===== config.mk =====
export PLATFORM = sky130hd
export DESIGN_NAME = io_reset_ctl
export DESIGN_NICKNAME = d
export VERILOG_FILES = /design/src/rtl/p1v_pkg.sv /design/src/rtl/io_sync.sv /design/src/rtl/io_reset_ctl.sv
export SDC_FILE = /design/constraint.sdc
export NUM_CORES = 1
export LEC_CHECK = 0
export CAP_MARGIN = 40
export CELL_PAD_IN_SITES_DETAIL_PLACEMENT = 1
export CELL_PAD_IN_SITES_GLOBAL_PLACEMENT = 2
export CORE_MARGIN = 3
export CORE_UTILIZATION = 27
export DETAILED_ROUTE_END_ITERATION = 7
export PLACE_DENSITY_LB_ADDON = 0.1
export SYNTH_ARGS = -nofsm -noshare
export SYNTH_HDL_FRONTEND = slang
export SYNTH_SLANG_ARGS = --single-unit

===== constraint.sdc =====
create_clock -name clk_cog -period 3.1 [get_ports clk_cog]
set_input_delay 0.775 -clock clk_cog [delete_from_list [all_inputs] [get_ports clk_cog]]
set_output_delay 0.775 -clock clk_cog [all_outputs]
set_load 0.01 [all_outputs]

===== src/rtl/p1v_pkg.sv =====
// Shared definitions for the pin-ring / core-reset slice.
// Reset FSM encoding and default pin count.
package p1v_pkg;

   typedef enum logic [1:0] {
      RST  = 2'd0,
      HOLD = 2'd1,
      RUN  = 2'd2
   } rst_state_t;

   localparam int NPINS_DEF = 32;

endpackage


===== src/rtl/io_sync.sv =====
// Multi-stage synchroniser for raw pad inputs.
// Synchronous active-low clear empties every stage.
module io_sync #(
   parameter int STAGES = 2,
   parameter int W      = 32
) (
   input  logic         clk_cog,
   input  logic         clr_n,
   input  logic [W-1:0] d,
   output logic [W-1:0] q
);

   logic [W-1:0] sr [STAGES];

   always_ff @(posedge clk_cog) begin
      if (!clr_n) begin
         for (int i = 0; i < STAGES; i++) sr[i] <= '0;
      end else begin
         sr[0] <= d;
         for (int i = 1; i < STAGES; i++) sr[i] <= sr[i-1];
      end
   end

   assign q = sr[STAGES-1];

endmodule


===== src/rtl/io_reset_ctl.sv =====
// Pin-ring and stretched core-reset controller.
// Drives pad data/enable, synchronises pad inputs, latches pin events.
module io_reset_ctl
   import p1v_pkg::*;
#(
   parameter int NPINS       = NPINS_DEF,
   parameter int SYNC_STAGES = 2,
   parameter int HOLD_W      = 24,
   parameter int HOLD_CYCLES = 1024
) (
   input  logic             clk_cog,
   input  logic             nres,
   input  logic             cfg_rst,
   output logic             core_nres,
   input  logic [NPINS-1:0] pin_out,
   input  logic [NPINS-1:0] pin_dir,
   output logic [NPINS-1:0] pin_in,
   input  logic [NPINS-1:0] pad_in,
   output logic [NPINS-1:0] pad_out,
   output logic [NPINS-1:0] pad_oe,
   input  logic [NPINS-1:0] evt_mask,
   input  logic [NPINS-1:0] evt_clr,
   output logic [NPINS-1:0] evt,
   output logic             evt_any
);

   // A zero hold request still spends one cycle in HOLD
   localparam logic [HOLD_W-1:0] HOLD_LAST =
      (HOLD_CYCLES == 0) ? '0 : HOLD_W'(HOLD_CYCLES - 1);

   rst_state_t       state, state_nxt;
   logic [HOLD_W-1:0] cnt, cnt_nxt;
   logic             run_nxt;
   logic [NPINS-1:0] pin_in_q;
   logic [NPINS-1:0] evt_nxt;
   logic [NPINS-1:0] edge_d;

   always_ff @(posedge clk_cog) begin
      if (!nres) begin
         state <= RST;
         cnt   <= '0;
      end else begin
         state <= state_nxt;
         cnt   <= cnt_nxt;
      end
   end

   always_comb begin
      state_nxt = state;
      cnt_nxt   = '0;
      unique case (state)
         RST: begin
            if (!cfg_rst) state_nxt = HOLD;
         end
         HOLD: begin
            if (cfg_rst)                state_nxt = RST;
            else if (cnt == HOLD_LAST)  state_nxt = RUN;
            else                        cnt_nxt   = cnt + 1'b1;
         end
         RUN: begin
            if (cfg_rst) state_nxt = RST;
         end
         default: state_nxt = RST;
      endcase
   end

   always_comb begin
      run_nxt = (state_nxt == RUN);
   end

   io_sync #(
      .STAGES (SYNC_STAGES),
      .W      (NPINS)
   ) u_sync (
      .clk_cog (clk_cog),
      .clr_n   (nres),
      .d       (pad_in),
      .q       (pin_in)
   );

   // Events only accumulate while the core is out of reset
   assign edge_d = pin_in ^ pin_in_q;

   always_comb begin
      evt_nxt = '0;
      if (run_nxt) evt_nxt = (evt & ~evt_clr) | (edge_d & evt_mask);
   end

   always_ff @(posedge clk_cog) begin
      if (!nres) begin
         core_nres <= 1'b0;
         pad_out   <= '0;
         pad_oe    <= '0;
         pin_in_q  <= '0;
         evt       <= '0;
         evt_any   <= 1'b0;
      end else begin
         core_nres <= run_nxt;
         pad_out   <= run_nxt ? pin_out : '0;
         pad_oe    <= run_nxt ? pin_dir : '0;
         pin_in_q  <= pin_in;
         evt       <= evt_nxt;
         evt_any   <= |evt_nxt;
      end
   end

endmodule


==> impl_metrics.py, run 1 <==
metrics = {
    "run_status": {
        "run_status": "complete, no violations",
    },
    "power_and_ir_drop": {
        "p_total_mw": 6.31,
        "power_density_nw_per_um2": 569,
        "p_leak_nw": 4.38,
        "peakVddDrop_uv": 298,
    },
    "worst_hold_path": {
        "min_path_cells": 1,
        "hp-class": "flop to flop",
        "hold_path_end": "u_sync.sr[0][56]",
        "min_from": "u_sync.sr[0][24]",
    },
    "synthesis": {
        "ys_ff_latch": 220,
        "avgSynthCellArea_sq_um": 10.7,
        "synth.top_cell.area_share_pct": 60.9,
        "ys_warn_count": 0,
        "synth-seq-area-share_pct": 60.9,
        "synth_cell_types": 28,
        "synthCells": 675,
        "yosysTopAreaCell": "dfxtp_1",
        "synthesis.nets": 839,
        "syn_area_sq_um": 7230,
        "ys_top_cells_by_area": "dfxtp_1 61%, and2_1 14%, xor2_1 4.8%",
    },
    "layout": {
        "area_delta_synth_final_pct": 53.5,
        "drive_above_1_share_pct": 5.41,
        "fin_nets": 1106,
        "antenna_cells": 0,
    },
    "die": {
        "dieHeight_microns": 170,
        "core-area_sq_um": 26200,
        "boundaryPins": 293,
        "die_w_microns": 170,
        "start_util_pct": 27.6,
        "rows": 59,
        "dieArea_sq_um": 28800,
    },
    "critical_path": {
        "cp_cell_sequence": "clkdlybuf4s50_1",
        "critPathLaunch": "u_sync.sr[0][63]",
        "worstReg2RegEnd": "pad_out[8]",
        "ff2ff_path_depth": 7,
        "crit_required_ns": 2.32,
        "worstSetupEndpointType": "output pin",
        "cpMaxStageDelayCell": "clkdlybuf4s50_1",
        "cp_top_family": "buffers and inverters",
        "cp.arrival_ns": 1.49,
        "cp-start-kind": "flop",
        "critPathMaxFanout": 3,
        "cp.buffers_inverters": 1,
        "worst-r2r-setup-slack_ns": 0.92,
        "critPathMaxStageDelay_ns": 0.61,
        "worstReg2RegStart": "cnt[0]",
        "critical_path_class": "flop to output pin",
    },
    "routing": {
        "post_drt_wl_per_cell_microns": 16.6,
        "viasPerCell": 4.13,
        "drt-pass1-iter-count": 3,
        "ant_nets": 0,
        "routed-via-count": 5354,
        "route.detailed.drc": 0,
        "routed_wl_mm": 21.5,
        "drtIter0Drc": 150,
    },
    "grt": {
        "grt_pass1_wl_mm": 32.9,
        "antenna_found_initial": 2,
        "grt_overflow": 0,
        "grt_pass1_vias": 5971,
        "grt_max_degree": 97,
        "grt.total_usage_pct": 14.4,
    },
    "timing": {
        "tns_ns": 0,
        "tightest_slew_ns": 0.776,
        "skew_ns": 0.0193,
        "final-hold-violation-count": 0,
        "layout_worst_path_cycle_share_pct": 73.1,
        "setup_violations": 0,
        "timing_max_transition_violations_final": 0,
        "min_period_ns": 2.27,
        "rsz0062_at_grt": "false",
        "max_slew_margin_pct": 48.2,
        "timing.fmax_ghz": 0.441,
    },
    "clock_network": {
        "cts_tree": "yes",
        "clock_latency_ns": 0.52,
        "clockBufferDepth": 3,
        "cts_buffers": 26,
        "clkSinkCount": 220,
        "clk_pin_slew_ns": 0.06,
        "htreeDepth": 1,
        "post_cts.repair.setup_buffers": 0,
        "cts_root_buf": "clkbuf_16",
        "holdBufCountCts": 0,
        "cts_resized": 0,
    },
    "place": {
        "gp_congestion": 0.804,
        "hpwl_mm": 16.2,
        "io_buffers": 292,
    },
    "run": {
        "maxCapViolCount": 0,
    },
}
[sequential cells by signal, summed over array words and instances (netlist names)]
name and cells:
u_sync.sr 64, evt 32, pad_oe 32, pad_out 32, pin_in_q 32, cnt 24, state 2, core_nres 1
evt_any 1
[worst max-delay path by stage]
stage / end / slack [ns] / cells after the start
after floorplan: pad_oe[0] / 1.48 / 9
after global placement: evt_any / 0.61 / 6
after detailed placement: evt_any / 0.58 / 6
after CTS: pin_in[22] / 0.80 / 1
after global routing: pad_out[26] / 0.65 / 7
final: pin_in[31] / 0.83 / 1
[cells by family (layout without fill, tap and decap cells)]
family,after synthesis,in the layout,share of synthesized area (%)
buf+inv,61,347,5.55
flops,220,220,60.9
compound gates,35,35,2.51
xor+xnor,54,54,6.54
fa+ha+maj,1,1,0.173
simple gates,304,304,24.3
[final cells by class]
class,instances,area [sq um]
clock inverters,5,65.1
fillers,2858,15100
flip-flops and latches,220,4400
well taps,335,419
multi-input cells,394,2430
inverters,5,18.8
repair buffers,295,2940
clock buffers,42,821
[metrics by stage]
step | cells | cell area (sq um) | util, % | hold slack [ns] | worst slack, ns
after CTS | 1296 | 11100 | 42.4 | 0.430 | 0.796
after floorplan | 675 | 7230 | - | 0.412 | 1.48
after global routing | 1296 | 11100 | 42.4 | 0.437 | 0.655
after global placement | 1249 | 10200 | 39.0 | 0.415 | 0.609
after detailed placement | 1249 | 10200 | 39.0 | 0.422 | 0.577
final | 1296 | 11100 | 42.4 | 0.424 | 0.834
[cells in the final DEF (no fill, tap or decap)]
| cell | instances |
|---|---|
| xor2_1 | 40 |
| nor4_1 | 6 |
| clkdlybuf4s50_1 | 291 |
| xnor2_1 | 14 |
| or2_2 | 1 |
| inv_1 | 4 |
| o21a_1 | 1 |
| clkinv_8 | 1 |
| nor3_1 | 3 |
| and4_4 | 1 |
| a21oi_1 | 33 |
| o21ai_4 | 1 |
| buf_2 | 1 |
| and3_1 | 9 |
| clkinv_4 | 1 |
| nor2_1 | 58 |
| clkinv_2 | 2 |
| clkbuf_16 | 26 |
| ha_1 | 1 |
| bufinv_16 | 1 |
| nor2b_1 | 35 |
| and4_1 | 3 |
| nand2_1 | 2 |
| nand3_1 | 9 |
| inv_2 | 1 |
| nor4_2 | 1 |
| dfxtp_1 | 220 |
| buf_4 | 3 |
| nand4_1 | 13 |
| clkbuf_8 | 11 |
| nand3_2 | 1 |
| clkbuf_1 | 5 |
| and2_1 | 162 |
[power by group]
part / leakage, nW / total (mW) / internal, mW / switching, mW
clock network: 0.438 / 3.05 / 1.89 / 1.17
logic: 2.16 / 0.356 / 0.251 / 0.105
registers: 1.79 / 2.90 / 2.88 / 0.0235
[routing by layer]
metal | up-vias | part of all wire, % | GRT usage, %
met5 | - | 0.097 | 0
met3 | 39 | 10 | 6.69
met2 | 191 | 49 | 25.5
met1 | 2485 | 39 | 15.8
met4 | 4 | 2.0 | 3.24
li1 | 2635 | - | -
[cell usage after synthesis (all sizes together)]
master and number:
nand3 10, nor3 3, clkbuf 13, o21a 1, a21oi 33, nand2 2, nor4 7, dfxtp 220
o21ai 1, buf 43, inv 5, xnor2 14, nand4 13, xor2 40, and2 162, nor2 58
nor2b 35, and3 9, and4 4, or2 1, ha 1
Power figures use the tool's default switching activity.
==> inputs of run 2 (changes only) <==
--- a/config.mk
+++ b/config.mk
@@ -9,7 +9,7 @@
 export CELL_PAD_IN_SITES_DETAIL_PLACEMENT = 1
 export CELL_PAD_IN_SITES_GLOBAL_PLACEMENT = 2
 export CORE_MARGIN = 3
-export CORE_UTILIZATION = 27
+export CORE_UTILIZATION = 23
 export DETAILED_ROUTE_END_ITERATION = 7
 export PLACE_DENSITY_LB_ADDON = 0.1
 export SYNTH_ARGS = -nofsm -noshare
==> constraint.sdc (replaced) <==
create_clock -name clk_cog -period 2.05 [get_ports clk_cog]
set_input_delay 0.5125 -clock clk_cog [delete_from_list [all_inputs] [get_ports clk_cog]]
set_output_delay 0.5125 -clock clk_cog [all_outputs]
set_load 0.01 [all_outputs]
==> run 2 against run 1 <==
Net effect: clock power grew 55%; wire length is 0.35% higher; highest routed layer unchanged; combinational power is 52% higher; critical path type unchanged; global-route usage shrank 1.9 points; largest cell class unchanged.
==> impl_metrics.py, run 2 (synthesized netlist as in run 1, its figures left out) <==
metrics = {
    "timing": {
        "hold_slack_ns": 0.426,
        "setup_violations": 0,
        "layout_worst_path_cycle_share_pct": 96.3,
        "timing.fmax_ghz": 0.506,
        "min_period_ns": 1.97,
        "max_slew_margin_pct": 47.7,
        "final-hold-violation-count": 0,
        "tightest_slew_ns": 0.784,
        "skew_ns": 0.0143,
        "setup_slack_ns": 0.0754,
        "timing_max_transition_violations_final": 0,
    },
    "place": {
        "hpwl_mm": 16.1,
        "preCtsSetupSlack_ns": -0.244,
        "gp_congestion": 0.716,
        "io_buffers": 292,
    },
    "grt": {
        "grt_pass1_wl_mm": 32.8,
        "grt_max_degree": 97,
        "grt_pass1_vias": 5608,
        "grt_overflow": 0,
        "antenna_found_initial": 2,
        "grt.total_usage_pct": 12.5,
    },
    "critical_path": {
        "worstSetupEndpointType": "output pin",
        "cp_top_family": "buffers and inverters",
        "cp.buffers_inverters": 1,
        "crit_required_ns": 1.54,
        "cp-start-kind": "flop",
        "critical_path_class": "flop to output pin",
        "critPathMaxFanout": 3,
        "critPathMaxStageDelay_ns": 0.57,
        "cp.arrival_ns": 1.46,
        "cpMaxStageDelayCell": "clkdlybuf4s50_1",
        "cp_cell_sequence": "clkdlybuf4s50_1",
    },
    "power_and_ir_drop": {
        "peakVddDrop_uv": 526,
        "seqPwrFrac_pct": 45.5,
        "p_leak_nw": 4.61,
        "power_density_nw_per_um2": 850,
        "switching_share_pct": 20.9,
        "clkPwrFrac_pct": 48.9,
        "p_comb_share_pct": 5.6,
        "switchingPower_mw": 2.01,
        "p_int_mw": 7.63,
    },
    "die": {
        "dieArea_sq_um": 33600,
        "start_util_pct": 23.5,
        "rows": 64,
        "boundaryPins": 293,
        "dieHeight_microns": 183,
        "core-area_sq_um": 30800,
        "die_w_microns": 183,
    },
    "routing": {
        "viasPerCell": 3.91,
        "drtIter0Drc": 117,
        "drt-pass1-iter-count": 4,
        "routed-via-count": 5371,
        "route.detailed.drc": 0,
        "post_drt_wl_per_cell_microns": 15.7,
        "ant_nets": 0,
        "routed_wl_mm": 21.6,
    },
    "layout": {
        "top_register": "u_sync.sr",
        "area_delta_synth_final_pct": 57.0,
        "drive_above_1_share_pct": 6.96,
        "largest_register_ffs": 64,
        "fin_nets": 1121,
        "antenna_cells": 0,
        "layout_commonest_cell": "clkdlybuf4s50_1",
        "final_cell_mix": "277 x clkdlybuf4s50_1, 220 x dfxtp_1, 162 x and2_1",
    },
    "clock_network": {
        "cts_tree": "yes",
        "clockBufferDepth": 3,
        "clk_pin_slew_ns": 0.06,
        "cts_root_buf": "clkbuf_16",
        "holdBufCountCts": 0,
        "htreeDepth": 1,
        "clock_latency_ns": 0.53,
        "cts_buffers": 27,
        "clkSinkCount": 220,
    },
    "run_status": {
        "run_status": "complete, no violations",
    },
    "run": {
        "maxCapViolCount": 0,
    },
    "worst_hold_path": {
        "hp-class": "flop to flop",
    },
}
run 2: what timing repair did:
item / 4_1_cts / 5_1_grt
buffers inserted: 0 / 1
resized for setup: 8 / 8
pin swaps: 0 / 1
endpoints found under the setup margin: 8 / 66
run 2: worst paths after layout:
path                    start          endpoint  slack [ns]  depth (start not counted)
min reg2reg  u_sync.sr[0][20]  u_sync.sr[0][52]        0.43                          1
max reg2reg           cnt[10]        pad_oe[18]        0.19                          8
max          u_sync.sr[0][56]        pin_in[24]        0.08                          1
min          u_sync.sr[0][20]  u_sync.sr[0][52]        0.43                          1
run 2: per-layer routing:
metal	global-route usage, %	share of wire (%)
met5	0	0.12
met4	3.44	1.9
met3	6.25	11
met2	20.5	46
met1	14.5	41
run 2: metrics by stage:
stage                     instances  setup TNS, ns  total power, mW  area, sq um  util (%)
after floorplan                 675              0             4.65         7230         -
after global placement         1323         -0.225             5.03        10400      33.8
after detailed placement       1323         -0.244             5.04        10400      33.8
after CTS                      1372              0             9.88        11300      36.7
after global routing           1373        -0.0149             10.1        11400      36.8
final                          1373              0             9.65        11400      36.8
run 2: layout make-up:
cell class	instances	area (sq um)
inverters	5	18.8
flip-flops and latches	220	4400
repair buffers	309	3090
multi-input cells	394	2450
clock buffers	43	836
fillers	3359	19500
well taps	396	495
clock inverters	6	61.3
run 2: power by group through the flow:
stage          combinational [mW]  sequential (mW)  clock (mW)
2_1_floorplan               0.174             4.47           0
3_3_place_gp                0.553             4.48           0
3_5_place_dp                0.557             4.48           0
4_1_cts                     0.556             4.39        4.93
5_1_grt                     0.587             4.40        5.12
6_report                    0.540             4.39        4.72
==> inputs of run 3 (changes only) <==
--- a/config.mk
+++ b/config.mk
@@ -9,9 +9,11 @@
 export CELL_PAD_IN_SITES_DETAIL_PLACEMENT = 1
 export CELL_PAD_IN_SITES_GLOBAL_PLACEMENT = 2
 export CORE_MARGIN = 3
-export CORE_UTILIZATION = 23
+export CORE_UTILIZATION = 33
 export DETAILED_ROUTE_END_ITERATION = 7
-export PLACE_DENSITY_LB_ADDON = 0.1
+export DONT_BUFFER_PORTS = 1
+export PLACE_DENSITY = 0.8
+export SLEW_MARGIN = 20
 export SYNTH_ARGS = -nofsm -noshare
 export SYNTH_HDL_FRONTEND = slang
 export SYNTH_SLANG_ARGS = --single-unit
==> run 3 against run 2 <==
Net effect: wire length decreased by 19%; clock power decreased by 11%; sequential power about the same; maximum frequency increased by 8.6%; critical path depth increased by 7; non-clock buffer count decreased by 301; clock-buffer cell count decreased by 10; via count decreased by 19%; first-iteration DRC count decreased by 6.0%; register-to-register slack improved by 0.04 ns; die area decreased by 29%; highest routed layer unchanged.
==> impl_metrics.py, run 3 (synthesized netlist as in run 1, its figures left out) <==
metrics = {
    "critical_path": {
        "critPathMaxFanout": 65,
        "cp.arrival_ns": 2.27,
        "crit_top_cell": "and2_1",
        "worstSetupEndpointType": "flop",
        "cp-start-kind": "flop",
        "crit_required_ns": 2.50,
        "critPathMaxStageDelay_ns": 0.34,
        "cpMaxStageDelayCell": "dfxtp_1",
        "cp_cell_sequence": "ha_1 > and2_1 > nand3_2 > nor4_2 > o21ai_4 > inv_2 > buf_12 > and2_1",
        "critical_path_class": "flop to flop",
    },
    "timing": {
        "setup_violations": 0,
        "tightest_slew_ns": 0.412,
        "timing.fmax_ghz": 0.550,
        "setup_slack_ns": 0.232,
        "skew_ns": 0.00739,
        "tns_ns": 0,
        "timing_max_transition_violations_final": 0,
        "hold_slack_ns": 0.124,
        "final-hold-violation-count": 0,
        "max_slew_margin_pct": 72.5,
        "min_period_ns": 1.82,
        "layout_worst_path_cycle_share_pct": 88.7,
        "rsz0062_at_grt": "false",
    },
    "die": {
        "boundaryPins": 293,
        "die_w_microns": 154,
        "dieHeight_microns": 154,
        "rows": 53,
        "core-area_sq_um": 21300,
        "start_util_pct": 34.0,
        "dieArea_sq_um": 23700,
    },
    "routing": {
        "drtIter0Drc": 110,
        "route.detailed.drc": 0,
        "highest_layer": "met5",
        "routed_wl_mm": 17.4,
        "wl_met1_mm": 6.48,
        "drt-pass1-iter-count": 3,
        "wl_met3_mm": 1.98,
        "routed-via-count": 4331,
        "wl_met2_mm": 8.59,
        "ant_nets": 0,
        "viasPerCell": 4.57,
        "post_drt_wl_per_cell_microns": 18.4,
    },
    "worst_hold_path": {
        "hp-class": "input port to flop",
    },
    "clock_network": {
        "clkSinkCount": 220,
        "cts_root_buf": "clkbuf_16",
        "htreeDepth": 1,
        "clk_pin_slew_ns": 0.06,
        "cts_tree": "yes",
        "clock_latency_ns": 0.51,
        "holdBufCountCts": 0,
        "post_cts.repair.setup_buffers": 0,
        "cts_buffers": 24,
        "clockBufferDepth": 3,
        "cts_resized": 0,
    },
    "place": {
        "preCtsSetupSlack_ns": 0.215,
        "gp_congestion": 0.835,
        "placed_area_sq_um": 7270,
        "hpwl_mm": 13.0,
        "io_buffers": 0,
        "placedCellCount": 902,
    },
    "layout": {
        "drive_above_1_share_pct": 8.06,
        "final_core_util_pct": 37.9,
        "area_delta_synth_final_pct": 11.6,
        "fillers": 2317,
        "layout_commonest_cell": "dfxtp_1",
        "fin_cells": 948,
        "final_area_sq_um": 8070,
        "final_cell_mix": "220 x dfxtp_1, 162 x and2_1, 58 x nor2_1",
        "largest_register_ffs": 64,
        "top_register": "u_sync.sr",
        "fin_nets": 817,
    },
    "power_and_ir_drop": {
        "switchingPower_mw": 1.80,
        "clkPwrFrac_pct": 47.9,
        "p_comb_share_pct": 1.7,
        "switching_share_pct": 20.6,
        "peakVddDrop_uv": 507,
        "p_int_mw": 6.96,
        "p_total_mw": 8.77,
        "p_leak_nw": 3.28,
        "power_density_nw_per_um2": 1090,
        "seqPwrFrac_pct": 50.3,
    },
    "grt": {
        "grt_max_degree": 98,
        "grt_overflow": 0,
        "grt_pass1_vias": 4852,
        "grt.total_usage_pct": 14.1,
        "antenna_found_initial": 6,
        "grt_pass1_wl_mm": 26.8,
    },
    "run_status": {
        "run_status": "complete, no violations",
    },
    "run": {
        "maxCapViolCount": 0,
    },
}
[run 3: path summary, 6_finish.rpt]
kind	from	to	slack [ns]	cells past startpoint
worst max-delay path	cnt[0]	pad_out[2]	0.23	8
worst min-delay path	pin_dir[18]	pad_oe[18]	0.12	1
worst max register to register	cnt[0]	pad_out[2]	0.23	8
worst min register to register	u_sync.sr[0][15]	u_sync.sr[0][47]	0.43	1
[run 3: critical path: cells and delay by family (launching register included)]
family	cells	cell delay [ns]
AO/OA/AOI/OAI	1	0.10
adder cells (fa/ha/maj)	1	0.18
AND/OR/NAND/NOR	4	0.82
buffers and inverters	2	0.29
flip-flops	1	0.34
[run 3: per-layer routing]
layer  up-vias  track usage (%)
met4         4             4.04
met1      2008             15.2
met3        33             6.50
met5         -                0
li1       2065                -
met2       221             24.8
[run 3: power by group through the flow]
stage               logic, mW  registers (mW)  clock network [mW]
global placement        0.153            4.50                   0
CTS                     0.158            4.41                4.36
floorplan               0.174            4.47                   0
finish                  0.153            4.41                4.20
global route            0.173            4.42                4.55
detailed placement      0.156            4.51                   0
[run 3: cell type report]
class / count / area (sq um) / share of cell area, %
Sequential cell: 220 / 4400 / 54.6
Timing Repair Buffer: 8 / 72.6 / 0.899
Clock buffer: 33 / 706 / 8.74
Multi-Input combinational cell: 394 / 2430 / 30.1
Inverter: 5 / 18.8 / 0.232
Antenna cell: 3 / 7.51 / 0.0930
Tap cell: 275 / 344 / 4.26
Clock inverter: 10 / 86.3 / 1.07
==> patch: new RTL, settings of run 3 <==
The 3 states of `rst_state_t` get a one-hot encoding in 3 bits.
--- a/src/rtl/p1v_pkg.sv
+++ b/src/rtl/p1v_pkg.sv
@@ -2,10 +2,10 @@
 // Reset FSM encoding and default pin count.
 package p1v_pkg;
 
-   typedef enum logic [1:0] {
-      RST  = 2'd0,
-      HOLD = 2'd1,
-      RUN  = 2'd2
+   typedef enum logic [2:0] {
+      RST  = 3'b001,
+      HOLD = 3'b010,
+      RUN  = 3'b100
    } rst_state_t;
 
    localparam int NPINS_DEF = 32;
Check against the original RTL: no difference found for any inputs over 10 cycles, from zero or initial values; not proved beyond that.
==> patch against run 3 <==
  * Setup slack got worse by 100 ps
  * Synthesized area rose by 1.5%
  * Clock power increased by 15%
  * Sequential share of layout area is 1.2 points lower
  * Routed wire length is 0.70% lower
  * Power up 7.3%
  * Critical path depth shrank 2
  * Sequential cell count rose by 1
  * Final area increased by 2.8%
==> patch: results (changes against run 3) <==
outcome - finished clean
HPWL after DPL - 12920 um (-0.59%)
CP max stage delay - 400 ps (+60 ps)
Synth area leaders - dfxtp_1 60%, and2_1 8.3%, and3_1 5.5%
Post-synth top cells - 221 x dfxtp_1, 97 x and2_1, 64 x and3_1, 63 x nor2_1, 38 x xor2_1
period utilization - 93.74% (+5.1 points)
critical path fanouts, max - 59 (-9.2%)
gp weighted congestion - 0.8486 (+1.6%)
nets@finish - 825 (+0.98%)
FF-to-FF Start - cnt[2]
total global-route track usage - 13.58% (-0.53 points)
post-cts sizing count - 1 (+1)
first-pass GRT wire length - 26420 um (-1.2%)
area of the multi-input gates - 2509 sq um (+3.1%)
DRT Wirelength - 17280 um (-0.70%)
#MultiIn Comb - 402 (+2.0%)
Pleak - 3.487 nW (+6.3%)
vias per inst - 4.754 (+4.1%)
post-synthesis cell count - 692 (+2.5%)
Placed Cells incl. Taps - 909 (+0.78%)
drt pass-1 iters - 4 (+1)
share of cells above drive strength 1 - 7.953% (-0.11 points)
largest net degree at the start of global routing - 99 (+1.0%)
FF+latch area - 4424 sq um (+0.45%)
r2r setup slk - 130 ps (-100 ps)
dpl cell area - 7350 sq um (+1.0%)
number of global-route vias before repair - 4893 (+0.85%)
crit path DAT - 2350 ps (+80 ps)
worst r2r path cells - 6 (-2)
compound-cell area share of the yosys netlist - 2.677% (+0.17 points)
Worst Skew - 16.42 ps (+9.032 ps)
Synth Area in XOR/XNOR - 6.565% (+0.026 points)
number of synthesized register bits - 221 (+0.45%)
synthesis-to-layout area growth - 13.10%
Non-CTS inverters - 7 (+2)
worst setup path endpoint - pad_out[19]
Worst slew margin - 74.46% (+2.0 points)
Clock-cell share - 10.99% (+1.2 points)
patch: where the power goes:
part | internal (W) | switching, W | total [W] | leakage (nW)
clock | 0.00312 | 0.00170 | 0.00482 | 0.444
sequential | 0.00437 | 0.0000618 | 0.00444 | 1.80
combinational | 0.0000773 | 0.0000735 | 0.000151 | 1.25
total | 0.00757 | 0.00183 | 0.00941 | 3.49
patch: worst min-delay path by stage:
stage	slack [ps]	start	endpoint
CTS	110	pad_in[9]	u_sync.sr[0][9]
detailed placement	420	u_sync.sr[0][15]	u_sync.sr[0][47]
finish	130	pad_in[25]	u_sync.sr[0][25]
global placement	410	u_sync.sr[0][5]	u_sync.sr[0][37]
floorplan	410	cnt[0]	cnt[0]
global route	110	pad_in[1]	u_sync.sr[0][1]
patch: metal layers:
layer	GRT usage [%]	up-vias	share of wire (%)
li1	-	2163	-
met1	14.57	2135	37
met2	24.73	205	50
met3	5.063	41	9.2
met4	4.163	6	3.2
met5	0	-	0.17
